--- src/rtl/dmem_req_buffer.sv ---
`default_nettype none
// ============================================================================
// Module   : dmem_req_buffer
// Purpose  : Request-holding stage between the MEM pipeline stage and
//            mem_system. Latches one load/store, holds the mem_system
//            strobes/address/data stable until mem_Done, stalls the pipeline
//            meanwhile, and returns a one-cycle response with read data and
//            error status. Rejects misaligned/illegal requests, aborts on a
//            watchdog timeout and keeps saturating hit/miss counters.
// Ports    : clk, rst (async, active-low)
//            req_valid/req_rd/req_wr/req_addr/req_wdata  - pipeline request
//            pipe_stall                                  - pipeline hold
//            rsp_valid/rsp_rdata/rsp_err                 - response pulse
//            mem_Addr/mem_DataIn/mem_Rd/mem_Wr           - to mem_system
//            mem_DataOut/mem_Done/mem_Stall/
//            mem_CacheHit/mem_err                        - from mem_system
//            hit_cnt/miss_cnt                            - saturating stats
// Revision : 1.0 - initial release
// ============================================================================
module dmem_req_buffer #(
    parameter int TIMEOUT = 64
) (
    input  logic        clk,
    input  logic        rst,
    input  logic        req_valid,
    input  logic        req_rd,
    input  logic        req_wr,
    input  logic [15:0] req_addr,
    input  logic [15:0] req_wdata,
    output logic        pipe_stall,
    output logic        rsp_valid,
    output logic [15:0] rsp_rdata,
    output logic        rsp_err,
    output logic [15:0] mem_Addr,
    output logic [15:0] mem_DataIn,
    output logic        mem_Rd,
    output logic        mem_Wr,
    input  logic [15:0] mem_DataOut,
    input  logic        mem_Done,
    input  logic        mem_Stall,
    input  logic        mem_CacheHit,
    input  logic        mem_err,
    output logic [15:0] hit_cnt,
    output logic [15:0] miss_cnt
);

    typedef enum logic [1:0] {
        ST_IDLE = 2'd0,
        ST_BUSY = 2'd1,
        ST_RESP = 2'd2
    } state_t;

    // Last BUSY watchdog value before the access is aborted.
    localparam logic [7:0] C_WDOG_LAST = 8'(TIMEOUT - 1);

    state_t      state_q,    state_d;
    logic [15:0] addr_q,     addr_d;
    logic [15:0] wdata_q,    wdata_d;
    logic        rd_q,       rd_d;
    logic        wr_q,       wr_d;
    logic [7:0]  wdog_q,     wdog_d;
    logic        err_q,      err_d;
    logic [15:0] rdata_q,    rdata_d;
    logic [15:0] hit_cnt_q,  hit_cnt_d;
    logic [15:0] miss_cnt_q, miss_cnt_d;

    logic        w_legal;
    logic        w_unused_stall;

    // Completion is signalled solely by mem_Done; mem_Stall is not needed.
    assign w_unused_stall = mem_Stall;

    // Exactly one of rd/wr and a halfword-aligned address.
    assign w_legal = (req_rd ^ req_wr) & ~req_addr[0];

    always_comb begin
        state_d    = state_q;
        addr_d     = addr_q;
        wdata_d    = wdata_q;
        rd_d       = rd_q;
        wr_d       = wr_q;
        wdog_d     = wdog_q;
        err_d      = err_q;
        rdata_d    = rdata_q;
        hit_cnt_d  = hit_cnt_q;
        miss_cnt_d = miss_cnt_q;

        case (state_q)
            ST_IDLE: begin
                if (req_valid) begin
                    if (w_legal) begin
                        addr_d  = req_addr;
                        wdata_d = req_wdata;
                        rd_d    = req_rd;
                        wr_d    = req_wr;
                        wdog_d  = 8'd0;
                        err_d   = 1'b0;
                        state_d = ST_BUSY;
                    end else begin
                        err_d   = 1'b1;
                        rdata_d = 16'h0000;
                        state_d = ST_RESP;
                    end
                end
            end
            ST_BUSY: begin
                wdog_d = wdog_q + 8'd1;
                if (mem_err) begin
                    err_d = 1'b1;
                end
                // mem_Done takes priority over a coincident watchdog expiry.
                if (mem_Done) begin
                    rdata_d = rd_q ? mem_DataOut : 16'h0000;
                    if (mem_CacheHit) begin
                        hit_cnt_d = (hit_cnt_q == 16'hFFFF) ? hit_cnt_q
                                                            : hit_cnt_q + 16'd1;
                    end else begin
                        miss_cnt_d = (miss_cnt_q == 16'hFFFF) ? miss_cnt_q
                                                              : miss_cnt_q + 16'd1;
                    end
                    state_d = ST_RESP;
                end else if (wdog_q == C_WDOG_LAST) begin
                    err_d   = 1'b1;
                    rdata_d = 16'h0000;
                    state_d = ST_RESP;
                end
            end
            ST_RESP: begin
                // The request inputs still show the completed access here.
                err_d   = 1'b0;
                state_d = ST_IDLE;
            end
            default: begin
                state_d = ST_IDLE;
            end
        endcase
    end

    always_ff @(posedge clk or negedge rst) begin
        if (!rst) begin
            state_q    <= ST_IDLE;
            addr_q     <= 16'h0000;
            wdata_q    <= 16'h0000;
            rd_q       <= 1'b0;
            wr_q       <= 1'b0;
            wdog_q     <= 8'd0;
            err_q      <= 1'b0;
            rdata_q    <= 16'h0000;
            hit_cnt_q  <= 16'h0000;
            miss_cnt_q <= 16'h0000;
        end else begin
            state_q    <= state_d;
            addr_q     <= addr_d;
            wdata_q    <= wdata_d;
            rd_q       <= rd_d;
            wr_q       <= wr_d;
            wdog_q     <= wdog_d;
            err_q      <= err_d;
            rdata_q    <= rdata_d;
            hit_cnt_q  <= hit_cnt_d;
            miss_cnt_q <= miss_cnt_d;
        end
    end

    // Strobes are qualified by state so an asynchronous reset drops them at once.
    assign mem_Rd     = (state_q == ST_BUSY) & rd_q;
    assign mem_Wr     = (state_q == ST_BUSY) & wr_q;
    assign mem_Addr   = addr_q;
    assign mem_DataIn = wdata_q;

    assign pipe_stall = ((state_q == ST_IDLE) & req_valid) | (state_q == ST_BUSY);
    assign rsp_valid  = (state_q == ST_RESP);
    assign rsp_rdata  = rdata_q;
    assign rsp_err    = err_q;

    assign hit_cnt    = hit_cnt_q;
    assign miss_cnt   = miss_cnt_q;

endmodule
`default_nettype wire

--- config.mk ---
export PLATFORM = sky130hd
export DESIGN_NAME = dmem_req_buffer
export DESIGN_NICKNAME = d
export VERILOG_FILES = /design/src/rtl/dmem_req_buffer.sv
export SDC_FILE = /design/constraint.sdc
export NUM_CORES = 1
export LEC_CHECK = 0
export ABC_AREA = 0
export CELL_PAD_IN_SITES_DETAIL_PLACEMENT = 1
export CELL_PAD_IN_SITES_GLOBAL_PLACEMENT = 2
export CORE_MARGIN = 1.5
export CORE_UTILIZATION = 26
export DETAILED_ROUTE_END_ITERATION = 12
export PLACE_DENSITY = 0.86
export SLEW_MARGIN = 20
export SYNTH_ARGS = -nofsm -noshare
export SYNTH_HDL_FRONTEND = slang
export SYNTH_SLANG_ARGS = --single-unit
export TNS_END_PERCENT = 1
--- constraint.sdc ---
create_clock -name clk -period 1.75 [get_ports clk]
set_input_delay 0.35 -clock clk [delete_from_list [all_inputs] [get_ports clk]]
set_output_delay 0.35 -clock clk [all_outputs]
set_load 0.02 [all_outputs]
==> flow_metrics.env, run 1 <==
export IMPL_timing_slew_headroom=0.552
export IMPL_setup_repair_after_global_routing_missed_its_margin="true"
export IMPL_ir_worst_vdd_mv=0.725
export IMPL_tritoncts="yes"
export IMPL_routedWlPerCell_um=16.7
export IMPL_grt_pass1_wl_um=20800
export IMPL_final_setup_viol_count=64
export IMPL_num_io_pins=142
export IMPL_gr_usage_all_layers=0.147
export IMPL_timing_hold_ws_ns=0.434
export IMPL_h_tree_depth=3
export IMPL_route_antenna_remaining_nets=0
export IMPL_finalCriticalPeriod_ns=1.96
export IMPL_postSynth_asyncResetShare=1.00
export IMPL_timing_fmax_mhz=509
export IMPL_power_leakage_nw=3.20
export IMPL_pwr_density_cell_nw_per_um2=1200
export IMPL_cts_inserted_buffers=9
export IMPL_max_cap_violations=0
export IMPL_slew_violations=0
export IMPL_dieArea_um2=17700
export IMPL_first_iter_violations=84
export IMPL_critPathRequiredTime_ns=1.99
export IMPL_post_layout_nonfiller_instances=807
export IMPL_synthesis_instances=390
export IMPL_synth_seq_area_share=0.528
export IMPL_dpl_instance_area_um2=6410
export IMPL_grt_pass1_vias=4115
export IMPL_initial_antenna_violation_count=0
export IMPL_hold_path_class="input port to async pin"
export IMPL_nets=645
export IMPL_clock_latency_ns=0.35
export IMPL_worst_setup_hold_path_clk_slew_ns=0.07
export IMPL_fraction_of_layout_cells_with_a_size_suffix_above_1=0.240
export IMPL_finalWirelength_um=13500
export IMPL_detail_route_first_pass_iterations=4
export IMPL_ctsLongestPathBuffers=2
export IMPL_placement_setup_worst_slack_ns=-0.435
export IMPL_die_height_um=133
export IMPL_synth_yosys_warnings=0
export IMPL_tns_ns=-8.02
export IMPL_worst_path_max_fanout=5
export IMPL_grt_start_max_net_pins=49
export IMPL_violations="negative setup slack"
export IMPL_critical_path_endpoint_type="flop"
export IMPL_post_place_cells=779
export IMPL_postSynthNetCount=453
export IMPL_gp_congestion=0.765
export IMPL_io_buffer_count=140
export IMPL_num_vias=3827
export IMPL_fp_coreArea_um2=16600
export IMPL_yosys_register_bits=93
export IMPL_initial_core_util=0.266
export IMPL_arrival_ns=2.20
export IMPL_die_width_um=133
export IMPL_overflow=0
export IMPL_drc=0
export IMPL_cts_sink_count=93
export IMPL_worstMarginPinSlew_ns=0.669
export IMPL_avgViaCountPerCell=4.74
export IMPL_fin_skew_ns=0.00671
export IMPL_post_synth_num_cell_types=53
export IMPL_setup_worst_path_class="flop to flop"
export IMPL_cts_root_buf="sky130_fd_sc_hd__clkbuf_16"
export IMPL_final_critical_path_setup_slack_ns=-0.213
export IMPL_post_synthesis_to_final_layout_area_growth_pct=60.5
export IMPL_run_status="finished, violations left"
export IMPL_fin_area_um2=7080
export IMPL_yosys_most_used_dff="sky130_fd_sc_hd__dfrtp_1"
export IMPL_syn_area_um2=4410
export IMPL_syn_mean_instance_area_um2=11.3
export IMPL_fin_crit_sh=1.12
export IMPL_synth_edf_count=0
export IMPL_hold_viol_final=0
export IMPL_site_rows=47
export IMPL_critical_path_startpoint_type="flop"
export IMPL_dp_hpwl_um=9440
export IMPL_antenna_diode_count=0
[registers in the layout, summed over array words and instances (netlist names)]
signal and flops:
hit_cnt 16, mem_Addr 16, mem_DataIn 16, miss_cnt 16, rd_q 1, rsp_err 1, rsp_rdata 16, state_q 2
wdog_q 8, wr_q 1
[critical path, stage by stage (launching register included)]
cell	delay, ns
sky130_fd_sc_hd__dfrtp_1	0.39
sky130_fd_sc_hd__inv_2	0.07
sky130_fd_sc_hd__buf_6	0.10
sky130_fd_sc_hd__ha_4	0.14
sky130_fd_sc_hd__nand2_4	0.05
sky130_fd_sc_hd__buf_6	0.12
sky130_fd_sc_hd__nor3_4	0.29
sky130_fd_sc_hd__buf_6	0.20
sky130_fd_sc_hd__clkbuf_16	0.16
sky130_fd_sc_hd__mux2_4	0.30
[through the flow]
stage / util / power [W]
after floorplan: - / 0.00461
after detailed placement: 0.387 / 0.00624
after global routing: 0.427 / 0.00891
final: 0.427 / 0.00848
after global placement: 0.387 / 0.00611
after CTS: 0.403 / 0.00822
[layout make-up]
| cell class | count | area [µm²] |
|---|---|---|
| clock inverters | 7 | 66.3 |
| well taps | 220 | 275 |
| clock buffers | 9 | 225 |
| fillers | 1812 | 9510 |
| multi-input cells | 257 | 2150 |
| flip-flops and latches | 93 | 2330 |
| inverters | 26 | 97.6 |
| repair buffers | 195 | 1940 |
[timing repair]
| action | 4_1_cts | 5_1_grt |
|---|---|---|
| hold endpoints to repair | 20 | 0 |
| endpoints found under the setup margin | 114 | 94 |
| pin swaps | 2 | 4 |
| hold buffers | 1 | 0 |
| setup buffers | 0 | 7 |
| cloned | 0 | 4 |
| gates resized for setup | 54 | 62 |
[cells in the mapped netlist (4+ instances only)]
library cell / n / area share
sky130_fd_sc_hd__a21oi_1: 11 / 0.012
sky130_fd_sc_hd__a31oi_1: 4 / 0.0057
sky130_fd_sc_hd__and2_1: 4 / 0.0057
sky130_fd_sc_hd__and3_1: 7 / 0.0099
sky130_fd_sc_hd__buf_2: 6 / 0.0068
sky130_fd_sc_hd__clkbuf_1: 5 / 0.0043
sky130_fd_sc_hd__dfrtp_1: 93 / 0.53
sky130_fd_sc_hd__ha_1: 6 / 0.017
sky130_fd_sc_hd__inv_1: 25 / 0.021
sky130_fd_sc_hd__mux2_2: 35 / 0.089
sky130_fd_sc_hd__mux2i_1: 21 / 0.048
sky130_fd_sc_hd__nand2_1: 32 / 0.027
sky130_fd_sc_hd__nand2b_1: 4 / 0.0057
sky130_fd_sc_hd__nand3_1: 17 / 0.019
sky130_fd_sc_hd__nand4_1: 15 / 0.021
sky130_fd_sc_hd__nor2_1: 14 / 0.012
sky130_fd_sc_hd__nor3_1: 7 / 0.0079
sky130_fd_sc_hd__nor4_1: 5 / 0.0071
sky130_fd_sc_hd__o21ai_0: 11 / 0.012
sky130_fd_sc_hd__xnor2_1: 9 / 0.018
sky130_fd_sc_hd__xor2_1: 17 / 0.034
[power breakdown]
part           switching (W)  total (W)  leakage (nW)  internal (W)
registers           0.000399    0.00308          1.22       0.00268
logic                0.00157    0.00347          1.84       0.00190
clock network       0.000936    0.00194         0.144       0.00100
total                0.00290    0.00848          3.20       0.00558
[cell usage in the layout, fill, tap and decap left out, drive strengths merged, types with 15 or more instances in the layout]
master	Yosys	final
nand2	32	32
mux2i	21	21
buf	9	56
mux2	36	36
inv	26	30
nand3	18	18
xor2	17	17
dfrtp	93	93
clkdlybuf4s50	0	104
dlygate4sd2	0	28
nand4	15	15
[worst paths after layout]
check / start / end / slack, ns / depth (start not counted)
max: state_q[1]$_DFFE_PN0P_ / mem_DataIn[2]$_DFFE_PN0P_ / -0.21 / 9
min: rst / mem_DataIn[12]$_DFFE_PN0P_ / 0.43 / 2
max reg2reg: state_q[1]$_DFFE_PN0P_ / mem_DataIn[2]$_DFFE_PN0P_ / -0.21 / 9
min reg2reg: hit_cnt[15]$_DFFE_PN0P_ / hit_cnt[15]$_DFFE_PN0P_ / 0.50 / 1
max in group asynchronous: rst / rsp_rdata[14]$_DFFE_PN0P_ / 0.65 / 3
min in group clk: hit_cnt[15]$_DFFE_PN0P_ / hit_cnt[15]$_DFFE_PN0P_ / 0.50 / 1
[routing by layer]
layer,part of all wire,wire length [µm],vias up,track usage
li1,-,-,1771,-
met1,0.43,5740,1943,0.170
met2,0.50,6730,102,0.256
met3,0.062,829,11,0.0449
met4,0.011,153,0,0.0525
met5,0,0,-,0
[cell families (layout without fill, tap and decap cells)]
group                    Yosys count  after routing  synth area share
adder cells (fa/ha/maj)            6              6            0.0170
multiplexers                      57             57             0.140
AO/OA/AOI/OAI                     45             45            0.0695
AND/OR/NAND/NOR                  123            123             0.154
XOR/XNOR                          26             26            0.0516
buffers and inverters             40            237            0.0403
flip-flops                        93             93             0.528
Power figures use the tool's default switching activity.
==> run 2: changes to the inputs <==
- CORE_UTILIZATION: 26 -> 31
- PLACE_DENSITY: 0.86 -> 0.85
- clock period: 1.75 -> 2.35 ns (I/O delays scaled with it)
==> flow_metrics.env, run 2 (synthesis gave the netlist of run 1 again) <==
export IMPL_run_status="complete, no violations"
export IMPL_ctsLongestPathBuffers=2
export IMPL_tns_ns=0
export IMPL_critical_path_startpoint_type="flop"
export IMPL_timing_fmax_mhz=475
export IMPL_worst_path_max_delay_cell="sky130_fd_sc_hd__clkdlybuf4s50_1"
export IMPL_initial_antenna_violation_count=0
export IMPL_power_switching_share=0.331
export IMPL_cts_sink_count=93
export IMPL_antenna_diode_count=0
export IMPL_worst_setup_hold_path_clk_slew_ns=0.06
export IMPL_most_common_layout_cells="sky130_fd_sc_hd__clkdlybuf4s50_1 (136), sky130_fd_sc_hd__dfrtp_1 (93), sky130_fd_sc_hd__mux2_2 (35)"
export IMPL_p_seq_frac=0.386
export IMPL_cts_root_buf="sky130_fd_sc_hd__clkbuf_16"
export IMPL_ir_worst_vdd_mv=0.559
export IMPL_timing_critical_path_slowest_cell_delay_ns=0.62
export IMPL_die_width_um=122
export IMPL_max_cap_violations=0
export IMPL_fp_coreArea_um2=13900
export IMPL_num_vias=3610
export IMPL_worstRegToRegCells=7
export IMPL_timing_slew_headroom=0.670
export IMPL_multi_input_logic_area_um2=1910
export IMPL_critical_path_endpoint_type="output port"
export IMPL_routedWlPerCell_um=16.2
export IMPL_hold_viol_final=0
export IMPL_setup_worst_path_class="flop to output port"
export IMPL_critPathRequiredTime_ns=1.88
export IMPL_hold_path_class="input port to async pin"
export IMPL_power_frac_comb=0.368
export IMPL_final_setup_viol_count=0
export IMPL_regToRegSetupSlack_ns=0.25
export IMPL_h_tree_depth=3
export IMPL_die_height_um=122
export IMPL_worst_path_max_fanout=3
export IMPL_grt_pass1_wl_um=19400
export IMPL_post_synthesis_to_final_layout_area_growth_pct=46.1
export IMPL_r2r_start="state_q[1]$_DFFE_PN0P_"
export IMPL_route_antenna_remaining_nets=0
export IMPL_mostFrequentLayoutCell="sky130_fd_sc_hd__clkdlybuf4s50_1"
export IMPL_ff_latch_area_um2=2330
export IMPL_gp_congestion=0.736
export IMPL_worstMarginPinSlew_ns=0.495
export IMPL_clock_latency_ns=0.35
export IMPL_cts_repair_timing_setup_buffer_count=0
export IMPL_fin_crit_sh=0.897
export IMPL_initial_core_util=0.318
export IMPL_finalWirelength_um=11800
export IMPL_worst_path_buf_inv=2
export IMPL_avgViaCountPerCell=4.94
export IMPL_power_frac_clock=0.246
export IMPL_pwr_density_cell_nw_per_um2=917
export IMPL_io_buffer_count=140
export IMPL_overflow=0
export IMPL_fraction_of_layout_cells_with_a_size_suffix_above_1=0.140
export IMPL_gr_usage_all_layers=0.168
export IMPL_arrival_ns=1.64
export IMPL_cts_inserted_buffers=9
export IMPL_reg2reg_to="hit_cnt[8]$_DFFE_PN0P_"
export IMPL_site_rows=43
export IMPL_power_switching_w=0.00196
export IMPL_setup_repair_after_global_routing_missed_its_margin="false"
export IMPL_fin_skew_ns=0.00693
export IMPL_dp_hpwl_um=8850
export IMPL_p_int_w=0.00395
export IMPL_dieArea_um2=14900
export IMPL_tritoncts="yes"
export IMPL_detail_route_first_pass_iterations=4
export IMPL_slew_violations=0
export IMPL_first_iter_violations=84
export IMPL_grt_pass1_vias=3828
export IMPL_drc=0
export IMPL_nets=609
export IMPL_finalCriticalPeriod_ns=2.11
export IMPL_num_io_pins=142
export IMPL_filler_cell_count=1533
export IMPL_power_leakage_nw=2.77
export IMPL_family_of_cells_with_the_greatest_summed_delay_on_the_critical_path="buffers and inverters"
export IMPL_timing_hold_ws_ns=0.0753
export IMPL_cp_cell_sequence="inv_1, ha_1, clkdlybuf4s50_1"
export IMPL_grt_start_max_net_pins=36
run 2: changes by cell type in the layout (fill, tap and decap cells not counted), moves of 4 or more:
cell,previous run,this run
sky130_fd_sc_hd__buf_12,7,3
sky130_fd_sc_hd__buf_4,40,17
sky130_fd_sc_hd__buf_6,7,0
sky130_fd_sc_hd__clkdlybuf4s50_1,104,136
sky130_fd_sc_hd__dlygate4sd2_1,28,0
sky130_fd_sc_hd__mux2_2,8,35
sky130_fd_sc_hd__mux2_4,27,0
sky130_fd_sc_hd__nor4_1,1,5
run 2: power groups by stage:
stage          clock network [W]  logic, W  registers, W
6_report                 0.00145   0.00217       0.00228
5_1_grt                  0.00157   0.00232       0.00234
4_1_cts                  0.00151   0.00221       0.00228
3_5_place_dp                   0   0.00219       0.00231
3_3_place_gp                   0   0.00215       0.00228
2_1_floorplan                  0  0.000773       0.00264
run 2: cell type report:
| type | instances | share of cell area |
|---|---|---|
| Tap cell | 180 | 0.0350 |
| Clock inverter | 6 | 0.00991 |
| Clock buffer | 10 | 0.0356 |
| Multi-Input combinational cell | 257 | 0.297 |
| Sequential cell | 93 | 0.361 |
| Inverter | 26 | 0.0152 |
| Timing Repair Buffer | 159 | 0.246 |
run 2: how the worst max path moves through the flow:
stage / startpoint / endpoint / slack, ns / cells after the start
3_5_place_dp: mem_Done / hit_cnt[8]$_DFFE_PN0P_ / 0.09 / 5
3_3_place_gp: req_valid / pipe_stall / 0.10 / 4
5_1_grt: state_q[1]$_DFFE_PN0P_ / hit_cnt[10]$_DFFE_PN0P_ / 0.03 / 7
6_report: state_q[0]$_DFFE_PN0P_ / rsp_valid / 0.24 / 3
2_1_floorplan: wdog_q[0]$_DFFE_PN0P_ / rsp_rdata[10]$_DFFE_PN0P_ / 0.47 / 6
4_1_cts: state_q[1]$_DFFE_PN0P_ / pipe_stall / 0.002 / 5
run 2: metal layers:
layer	share of wire	track usage
met5	0	0
met4	0.026	0.0799
met3	0.049	0.0386
met2	0.50	0.282
met1	0.43	0.204
run 2: timing repair:
item                                    4_1_cts  5_1_grt
endpoints found under the hold margin         0        0
gates resized for setup                       0        3
hold buffers                                  0        0
endpoints found under the setup margin        0        3
run 2: per-stage QoR:
step                setup WS (ns)  instance area [µm²]   util  power, W  instances
finish                      0.243                 6440  0.464   0.00590        731
global placement            0.101                 6140  0.442   0.00443        715
CTS                       0.00151                 6430  0.463   0.00600        731
floorplan                   0.470                 4410      -   0.00342        390
detailed placement         0.0876                 6140  0.442   0.00451        715
global route               0.0293                 6440  0.464   0.00623        731
